File: src/rtl/gray_rx_pkg.sv
// Shared definitions for the 3-bit Gray-code counter link (transmitter and receiver).
package gray_rx_pkg;

    localparam int GRAY_W = 3;

    typedef enum logic [1:0] {
        IDLE,
        TRACK,
        ERROR
    } rx_state_t;

    // Element i is the Gray code for count i: 000,001,011,010,110,111,101,100.
    localparam logic [7:0][GRAY_W-1:0] GRAY_SEQ = {
        3'b100, 3'b101, 3'b111, 3'b110, 3'b010, 3'b011, 3'b001, 3'b000
    };

endpackage

File: src/rtl/gray_rx_gray2bin.sv
// Combinational Gray-to-binary decode: each binary bit is the XOR of all Gray bits at or above it.
module gray2bin #(
    parameter int WIDTH = 3
) (
    input  logic [WIDTH-1:0] gray_i,
    output logic [WIDTH-1:0] bin_o
);

    always_comb begin
        bin_o = '0;
        for (int i = 0; i < WIDTH; i++) begin
            bin_o[i] = ^(gray_i >> i);
        end
    end

endmodule

File: src/rtl/gray_rx.sv
// Gray-code link receiver: decodes each accepted word, checks single forward steps and counts wraps.
module gray_rx
    import gray_rx_pkg::*;
#(
    parameter int WIDTH  = GRAY_W,
    parameter int WRAP_W = 4
) (
    input  logic              Clk,
    input  logic              Reset,
    input  logic              En,
    input  logic [WIDTH-1:0]  GrayIn,
    output logic [WIDTH-1:0]  Binary,
    output logic              Valid,
    output logic              StepErr,
    output logic              Overflow,
    output logic [WRAP_W-1:0] Wraps,
    output logic              Locked
);

    rx_state_t         state_q, state_d;
    logic [WIDTH-1:0]  binary_q, binary_d;
    logic              valid_q, valid_d;
    logic              stepErr_q, stepErr_d;
    logic              overflow_q, overflow_d;
    logic [WRAP_W-1:0] wraps_q, wraps_d;
    logic [WIDTH-1:0]  decoded;

    gray2bin #(.WIDTH(WIDTH)) u_gray2bin (
        .gray_i(GrayIn),
        .bin_o (decoded)
    );

    always_ff @(posedge Clk) begin
        if (Reset) begin
            state_q    <= IDLE;
            binary_q   <= '0;
            valid_q    <= 1'b0;
            stepErr_q  <= 1'b0;
            overflow_q <= 1'b0;
            wraps_q    <= '0;
        end else begin
            state_q    <= state_d;
            binary_q   <= binary_d;
            valid_q    <= valid_d;
            stepErr_q  <= stepErr_d;
            overflow_q <= overflow_d;
            wraps_q    <= wraps_d;
        end
    end

    // A wrap only counts when it is also a legal step; an illegal step that crosses 0 is just an error.
    always_comb begin
        state_d    = state_q;
        binary_d   = binary_q;
        valid_d    = 1'b0;
        stepErr_d  = stepErr_q;
        overflow_d = overflow_q;
        wraps_d    = wraps_q;
        case (state_q)
            IDLE: begin
                if (En) begin
                    binary_d = decoded;
                    valid_d  = 1'b1;
                    state_d  = TRACK;
                end
            end
            TRACK: begin
                if (En) begin
                    if (decoded == binary_q + WIDTH'(1)) begin
                        binary_d = decoded;
                        valid_d  = 1'b1;
                        if (binary_q == '1 && decoded == '0) begin
                            overflow_d = 1'b1;
                            if (wraps_q != '1) begin
                                wraps_d = wraps_q + WRAP_W'(1);
                            end
                        end
                    end else if (decoded != binary_q) begin
                        stepErr_d = 1'b1;
                        state_d   = ERROR;
                    end
                end
            end
            ERROR: begin
            end
            default: begin
                state_d = IDLE;
            end
        endcase
    end

    assign Binary   = binary_q;
    assign Valid    = valid_q;
    assign StepErr  = stepErr_q;
    assign Overflow = overflow_q;
    assign Wraps    = wraps_q;
    assign Locked   = (state_q == TRACK);

endmodule

File: config.mk
export PLATFORM = sky130hd
export DESIGN_NAME = gray_rx
export DESIGN_NICKNAME = d
export VERILOG_FILES = /design/src/rtl/gray_rx_pkg.sv /design/src/rtl/gray_rx_gray2bin.sv /design/src/rtl/gray_rx.sv
export SDC_FILE = /design/constraint.sdc
export NUM_CORES = 1
export LEC_CHECK = 0
export CAP_MARGIN = 20
export CELL_PAD_IN_SITES_DETAIL_PLACEMENT = 0
export CELL_PAD_IN_SITES_GLOBAL_PLACEMENT = 1
export CORE_UTILIZATION = 40
export DETAILED_ROUTE_END_ITERATION = 8
export DONT_BUFFER_PORTS = 1
export HOLD_SLACK_MARGIN = 0.03
export PLACE_DENSITY = 0.69
export SYNTH_ARGS = -nofsm -noshare
export SYNTH_HDL_FRONTEND = slang
export SYNTH_HIERARCHICAL = 1
export SYNTH_SLANG_ARGS = --single-unit
File: constraint.sdc
create_clock -name Clk -period 2.45 [get_ports Clk]
set_input_delay 0.245 -clock Clk [delete_from_list [all_inputs] [get_ports Clk]]
set_output_delay 0.245 -clock Clk [all_outputs]
set_load 0.05 [all_outputs]
Yosys cells after proc, flatten, opt, wreduce, memory -nomap -nowiden:

Cells that the tools add are included.
Widths: inputs -> output; s select.

* register bits: 12
* bits in latches: 0
* memory bits (writable): 0
* ROM bits: 0
* input bits: 6
* word-level logic and storage cells: 46
* memories: 0

* add/subtract/negate cells: 2
* multiply operators: 0
* divide/modulo/power cells: 0
* magnitude comparators: 0
* equal/unequal tests: 11
* shift-type cells: 0
* mux-type cells: 13
* bitwise gates (word level): 2
* reduce and logical (&&, ||, !) cells: 12

Operators by type and width (number)
* $reduce_and 4->1: 3
* $reduce_and 5->1: 2
* $mux 3: 3
* $reduce_xor 3->1: 3
* $mux 2: 4
* $ne 2x2->1 const B: 3
* $pmux 2 s3: 1
* $pmux 3 s2: 1
* $add 4x1->4 const B: 1
* $ne 2x1->1 const B: 2
* $ne 4x4->1 const B: 1
* $add 3x1->3 const B: 1
* $eq 3x3->1: 1
* $eq 3x3->1 const B: 1
* $logic_not 3->1: 1
* $mux 1: 3
* $ne 3x3->1: 1
* $eq 2x1->1 const B: 1
* $eq 2x2->1 const B: 1
* $logic_not 2->1: 1
* $not 1->1: 2
* $pmux 1 s2: 1
* $reduce_bool 2->1: 1
* $logic_and 1x1->1: 1

Longest topological paths before layout:

Gate-level depths: netlist of run 1.

* word-level depth: 6
* depth in mapped cells: 6
* gate-level depth less buffers: 6

Modules after synthesis:

Netlist of run 1, hierarchy kept.

By module, submodules not included
* gray_rx: times used 1, cells each 64, area an instance 624.3 um2
* gray2bin: times used 1, cells each 3, area an instance 40.0 um2

Least setup slack after synthesis of run 1:

OpenSTA, ideal clock, no wires.

* path type: reg-to-reg
* start: register binary_q[1] (netlist: Binary[1])
* end: register wraps_q[0] (netlist: Wraps[0])
* setup time: 0.121 ns
* data arrival time: 2.086 ns
* required time: 2.329 ns
* setup slack: 0.243 ns
* stages on the path, launching flop included: 7
* buffers on the path: 0
* period minus slack after synthesis: 2.207 ns
* cells stage by stage: dfxtp_1 > ha_1 > ha_1 > xnor2_1 > and3_1 > and3_4 > mux2_4

* word-level cells in the longest chain between the ends: 3
* elaborated cells on any way between the ends: 5

RTL lines
* start: declaration: line gray_rx.sv:21 `logic [WIDTH-1:0] binary_q, binary_d;`
* start signal: assignment: line gray_rx.sv:43 `binary_q <= binary_d;`
* $add 3x1->3 or $eq 3x3->1 (tied branches): line gray_rx.sv:69, gray_rx.sv:72
* $eq 3x3->1 or $logic_and 1x1->1 (tied branches): line gray_rx.sv:69, gray_rx.sv:72
* $reduce_and 5->1 (no source line) (*)
* end signal: assignment: line gray_rx.sv:47 `wraps_q <= wraps_d;`
* end: declaration: line gray_rx.sv:25 `logic [WRAP_W-1:0] wraps_q, wraps_d;`

Every way passes the cells marked *; elsewhere a longest branch is shown, timed or not.
A chain may end at the register's enable or synchronous reset.

Worst setup path after layout of run 1:

* start: register binary_q[0] (netlist: Binary[0])
* end: register wraps_q[0] (netlist: Wraps[0])

Same word-level chain as after synthesis.

==> results of run 1 <==
[per-layer routing]
metal  vias up  GRT usage [%]
met5         -              0
met4         0           5.63
met3         2           8.51
met2        14           21.8
met1       203           19.8
li1        260              -
[power by group through the flow]
stage          registers (W)   logic, W  clock network (W)
3_3_place_gp        0.000235   0.000131                  0
3_5_place_dp        0.000235   0.000132                  0
6_report            0.000230   0.000136           0.000159
2_1_floorplan       0.000256  0.0000875                  0
4_1_cts             0.000230   0.000137           0.000164
5_1_grt             0.000232   0.000148           0.000173
[stage by stage]
step	instances	setup WS (ps)	util [%]	hold WS, ps	power (W)
floorplan	67	243	-	425	0.000344
global placement	87	553	47.1	316	0.000366
detailed placement	87	534	47.1	318	0.000367
CTS	92	513	50.2	118	0.000531
global route	92	404	50.2	126	0.000554
finish	92	525	50.2	121	0.000526
[final timing paths]
| path | from | endpoint | slack [ps] | depth (start not counted) |
|---|---|---|---|---|
| worst max-delay path | Binary[0] | Wraps[0] | 520 | 6 |
| worst min-delay path | GrayIn[2] | Binary[2] | 120 | 2 |
| worst max register to register | Binary[0] | Wraps[0] | 520 | 6 |
| worst min register to register | state_q[1] | state_q[1] | 560 | 2 |
[worst max-delay path: stages (launching register included)]
cell     delay (ps)
dfxtp_1         320
ha_1            190
ha_1            280
xnor2_1         240
and3_1          280
and3_4          220
mux2_4          290
[area by class of cell]
type / instances / area [um^2]
fillers: 153 / 759
inverters: 1 / 3.75
multi-input cells: 52 / 409
repair buffers: 7 / 55.1
well taps: 16 / 20.0
flip-flops and latches: 12 / 240
clock buffers: 4 / 36.3
[cells by family after synthesis]
kind of cell,Yosys count,share of synthesized area [%]
and+or+nand+nor,29,26.9
DFF,12,36.2
AOI/OAI and AO/OA,8,9.23
xor gates and xnor gates,7,11.5
muxes,5,8.29
buffers and inverters,3,2.26
adders and majority gates,3,5.65
[sequential cells by signal, indices dropped and copies added, names as in the netlist]
signal,count
Binary,3
Overflow,1
StepErr,1
Valid,1
Wraps,4
state_q,2
[cells in the final DEF, fill, tap and decap left out, drive strengths merged]
cell type    netlist  layout
dfxtp             12      12
nor2               8       8
buf                1       6
nor2b              5       5
xor2               4       4
mux2i              4       4
clkbuf             1       4
nand3              3       3
a21oi              3       3
nand2b             3       3
ha                 3       3
and3               3       3
xnor2              2       2
a31oi              2       2
a311oi             2       2
inv                1       1
or3                1       1
and3b              1       1
and4b              1       1
and2               1       1
mux2               1       1
nor3b              1       1
a41oi              1       1
and4               1       1
nor4               1       1
dlygate4sd3        0       1
xor3               1       1
==> flow_summary_export.csv, run 1 <==
group,metric,value,unit
floorplanning,ios,17,
yosys,synth-async-reset-ratio,0,%
yosys,netlist_top_cells_count,"dfxtp_1 (12), nor2_1 (8), nor2b_1 (5), mux2i_1 (4), xor2_1 (4)",
floorplanning,die_w,42.8,um
global_route,grt_pass1_vias,473,
timing,min_period,1930,ps
routing,wirelength,1240,um
cts,cts.sinks,12,
yosys,ys_warn_count,6,
flow_run,max_cap_viol_count,0,
floorplanning,start_util,43.6,%
routing,wl_met2,498,um
routing,drt_iter0_markers,5,
setup_path,cp-start-kind,"flip-flop",
cts,clk_pin_slew,80,ps
routing,antenna_left,0,
setup_path,required,2620,ps
setup_path,cp_max_fo,5,
yosys,synth_most_common_cell,"dfxtp_1",
routing,m1WireLength,633,um
global_route,grt_max_degree,11,
cts,cts_buffers,3,
pwr,seq_power_share,43.8,%
placement,gp_congestion,0.734,
yosys,synthesis.area,664,um^2
yosys,yosysTopAreaCell,"dfxtp_1",
routing,vias_per_cell,5.21,
floorplanning,die_area,0.00183,mm^2
routing,met3WireLength,100,um
timing,clock_skew,0.256,ps
cts,cts_hold_buffers,1,
timing,maxSlewHeadroom,60.1,%
timing,max_freq,519,MHz
cts,postCtsResizedCells,0,
pwr,ir_worst_vdd,0.482,mV
routing,vias,479,
cells_and_area,syn_to_final_growth,15.1,%
floorplanning,coreArea,0.00152,mm^2
pwr,pwr-share-clk,30.3,%
yosys,seq_area_frac_synth,36.2,%
timing,finalSetupViolCount,0,
outcome,status,"complete, no violations",
setup_path,criticalPathCategory,"reg2reg",
yosys,syn_nets,76,
routing,dr.pass1.iters,4,
yosys,syn_inst,67,
timing,tns,0,ps
pwr,pwr-share-comb,25.9,%
floorplanning,die_h,42.8,um
pwr,p_leak,0.341,nW
cts,cts.htree.levels,1,
cells_and_area,insertedDiodeCount,0,
setup_path,cp-end-kind,"flip-flop",
cts,cts_setup_buffers,0,
cts,clockRootBuffer,"clkbuf_4",
global_route,grt_pass1_wl,2080,um
cells_and_area,nNetsFinal,86,
cts,cts_tree,"built",
pwr,powerDensity,688,mW/mm^2
cells_and_area,drive_above_1_share,18.4,%
cts,clk_path_buf_depth,2,
yosys,syn_avg_cell_area,9.92,um^2
yosys,yosys-top-cells-area,"dfxtp_1 (36%), mux2i_1 (6.0%), ha_1 (5.6%), xor2_1 (5.3%), nor2b_1 (4.7%)",
cts,clk-insertion-delay-late,270,ps
timing,grt_setup_unrepaired,"no",
yosys,synth_flop_cell,"dfxtp_1",
placement,place_hpwl,912,um
routing,route.detailed.wl_per_inst,13.5,um
routing,drc,0,
timing,hold_violations,0,
yosys,yosysUniqueCellTypes,27,
placement,placed_cell_area,718,um^2
placement,portBuffers,0,
global_route,grt.overflow.total,0,
timing,finalCritPeriodShare,78.6,%
pwr,power.internal,0.000352,W
routing,top_layer,"met4",
global_route,grt_use_total,15.6,%
timing,report.final.slew_viol_count,0,
pwr,p_sw,0.000174,W
timing,tightest_slew,598,ps
floorplanning,rows,14,
worst_hold_path,hp-class,"in2reg",
cells_and_area,final_area,764,um^2
yosys,synth-seq-cells,12,
yosys,synth_edf_count,0,
pwr,swShare,33.1,%
global_route,antenna_found_initial,0,
setup_path,crit_arrival,2090,ps
yosys,synth_top_area_share,36.2,%
No activity file was read; power rests on OpenSTA's default activity.
==> run 2, diff against run 1 <==
==> constraint.sdc (replaced) <==
create_clock -name Clk -period 1.9 [get_ports Clk]
set_input_delay 0.19 -clock Clk [delete_from_list [all_inputs] [get_ports Clk]]
set_output_delay 0.19 -clock Clk [all_outputs]
set_load 0.05 [all_outputs]
==> flow_summary_export.csv, run 2 (synthesis results as in run 1) <==
group,metric,value,unit
outcome,status,"complete, no violations",
global_route,grt_use_total,15.4,%
setup_path,cp-start-kind,"flip-flop",
floorplanning,coreArea,0.00152,mm^2
setup_path,r2r_end,"Wraps[0]",
routing,drc,0,
placement,place_hpwl,962,um
floorplanning,start_util,43.6,%
timing,min_period,1800,ps
routing,dr.pass1.iters,4,
cells_and_area,final_area,821,um^2
pwr,p_leak,0.360,nW
timing,tightest_slew,516,ps
global_route,grt_max_degree,11,
cells_and_area,syn_to_final_growth,23.5,%
global_route,grt_pass1_wl,2060,um
setup_path,crit_arrival,1970,ps
timing,max_freq,554,MHz
routing,drt_iter0_markers,4,
cts,clk_path_buf_depth,2,
setup_path,ff2ff_setup_slack,100,ps
pwr,ir_worst_vdd,0.686,mV
flow_run,max_cap_viol_count,0,
routing,vias_per_cell,5.38,
cells_and_area,nNetsFinal,89,
cts,cts_setup_buffers,0,
cts,cts.htree.levels,1,
floorplanning,die_w,42.8,um
cts,clockRootBuffer,"clkbuf_4",
timing,report.final.slew_viol_count,0,
routing,antenna_left,0,
floorplanning,ios,17,
cells_and_area,drive_above_1_share,29.1,%
cts,cts_tree,"built",
timing,clock_skew,5.98,ps
worst_hold_path,hp-class,"in2reg",
placement,gp_congestion,0.696,
cells_and_area,insertedDiodeCount,0,
setup_path,cp-end-kind,"flip-flop",
cells_and_area,fillers,162,
setup_path,reg2reg_depth,6,
global_route,antenna_found_initial,0,
placement,placed_cell_area,762,um^2
placement,portBuffers,0,
timing,finalCritPeriodShare,94.9,%
timing,grt_setup_unrepaired,"no",
cells_and_area,largest_reg_flops,4,
pwr,powerDensity,842,mW/mm^2
setup_path,cp_max_fo,5,
cells_and_area,final_cell_mix,"dfxtp_1 (9), buf_4 (9), nor2_1 (8), nor2b_1 (5)",
cts,clk-insertion-delay-late,270,ps
setup_path,critPathLaunch,"Binary[0]",
cts,clk_pin_slew,70,ps
timing,tns,0,ps
routing,vias,511,
setup_path,reg2reg_from,"Binary[0]",
cells_and_area,finish.utilization,53.9,%
cts,cts.sinks,12,
floorplanning,die_h,42.8,um
setup_path,required,2060,ps
floorplanning,die_area,0.00183,mm^2
cts,cts_buffers,3,
setup_path,criticalPathCategory,"reg2reg",
timing,finalSetupViolCount,0,
timing,hold_violations,0,
global_route,grt_pass1_vias,462,
setup_path,setup.worst_path.end,"Wraps[0]",
routing,route.detailed.wl_per_inst,12.7,um
floorplanning,rows,14,
global_route,grt.overflow.total,0,
timing,whs,72.3,ps
timing,maxSlewHeadroom,65.6,%
routing,wirelength,1200,um
## run 2: cell types whose count changed in the layout (fill, tap and decap cells not counted), sizes merged
| cell | previous run | this run |
|---|---|---|
| buf | 6 | 9 |
## run 2: cell type report
class	count	area [um^2]	share of cell area, %
Multi-Input combinational cell	52	434	52.9
Sequential cell	12	249	30.3
Timing Repair Buffer	10	77.6	9.45
Clock buffer	4	36.3	4.42
Tap cell	16	20.0	2.44
Inverter	1	3.75	0.457
## run 2: worst min-delay path by stage
| stage | startpoint | cells past startpoint | to |
|---|---|---|---|
| global route | GrayIn[2] | 2 | Binary[2] |
| CTS | GrayIn[2] | 2 | Binary[2] |
| finish | GrayIn[2] | 2 | Binary[2] |
| global placement | Reset | 1 | Binary[2] |
| floorplan | Reset | 2 | Wraps[1] |
| detailed placement | Reset | 1 | Binary[2] |
## run 2: critical path, cell delays in order, from the launching register on
cell     delay (ps)
dfxtp_4         340
ha_1            220
ha_4            230
xnor2_2         200
and3_4          230
and3_4          190
mux2_4          290
## run 2: per-layer routing
metal / up-vias / part of all wire [%] / track usage (%)
met4: 0 / 0 / 5.63
li1: 266 / - / -
met3: 0 / 6.7 / 8.94
met2: 11 / 44 / 20.9
met1: 234 / 49 / 19.9
met5: - / 0 / 0
## run 2: power breakdown
| part | internal, W | switching, W | leakage (nW) | total (W) |
|---|---|---|---|---|
| sequential | 0.000270 | 0.0000297 | 0.0996 | 0.000299 |
| combinational | 0.0000857 | 0.000110 | 0.239 | 0.000195 |
| clock | 0.000116 | 0.0000803 | 0.0210 | 0.000197 |
| total | 0.000472 | 0.000219 | 0.360 | 0.000691 |
## run 2: per-stage QoR
| stage | std cells | setup slack [ps] | power, W |
|---|---|---|---|
| 2_1_floorplan | 67 | 12.8 | 0.000455 |
| 3_3_place_gp | 90 | 71.6 | 0.000493 |
| 3_5_place_dp | 90 | 50.8 | 0.000494 |
| 4_1_cts | 95 | 48.9 | 0.000699 |
| 5_1_grt | 95 | 34.8 | 0.000737 |
| 6_report | 95 | 96.3 | 0.000691 |
## run 2: what timing repair did
action                     4_1_cts  5_1_grt
hold buffers                     1        0
setup endpoints to repair        0        1
hold endpoints to repair        10        0
gates resized for setup          0        1
==> run 3, diff against run 2 <==
--- a/config.mk
+++ b/config.mk
@@ -9,6 +9,7 @@
 export CELL_PAD_IN_SITES_DETAIL_PLACEMENT = 0
 export CELL_PAD_IN_SITES_GLOBAL_PLACEMENT = 1
 export CORE_UTILIZATION = 40
+export CTS_CLUSTER_SIZE = 8
 export DETAILED_ROUTE_END_ITERATION = 8
 export DONT_BUFFER_PORTS = 1
 export HOLD_SLACK_MARGIN = 0.03
==> results of run 3 <==
The final DEF is identical to that of run 2; final timing and power are the same.
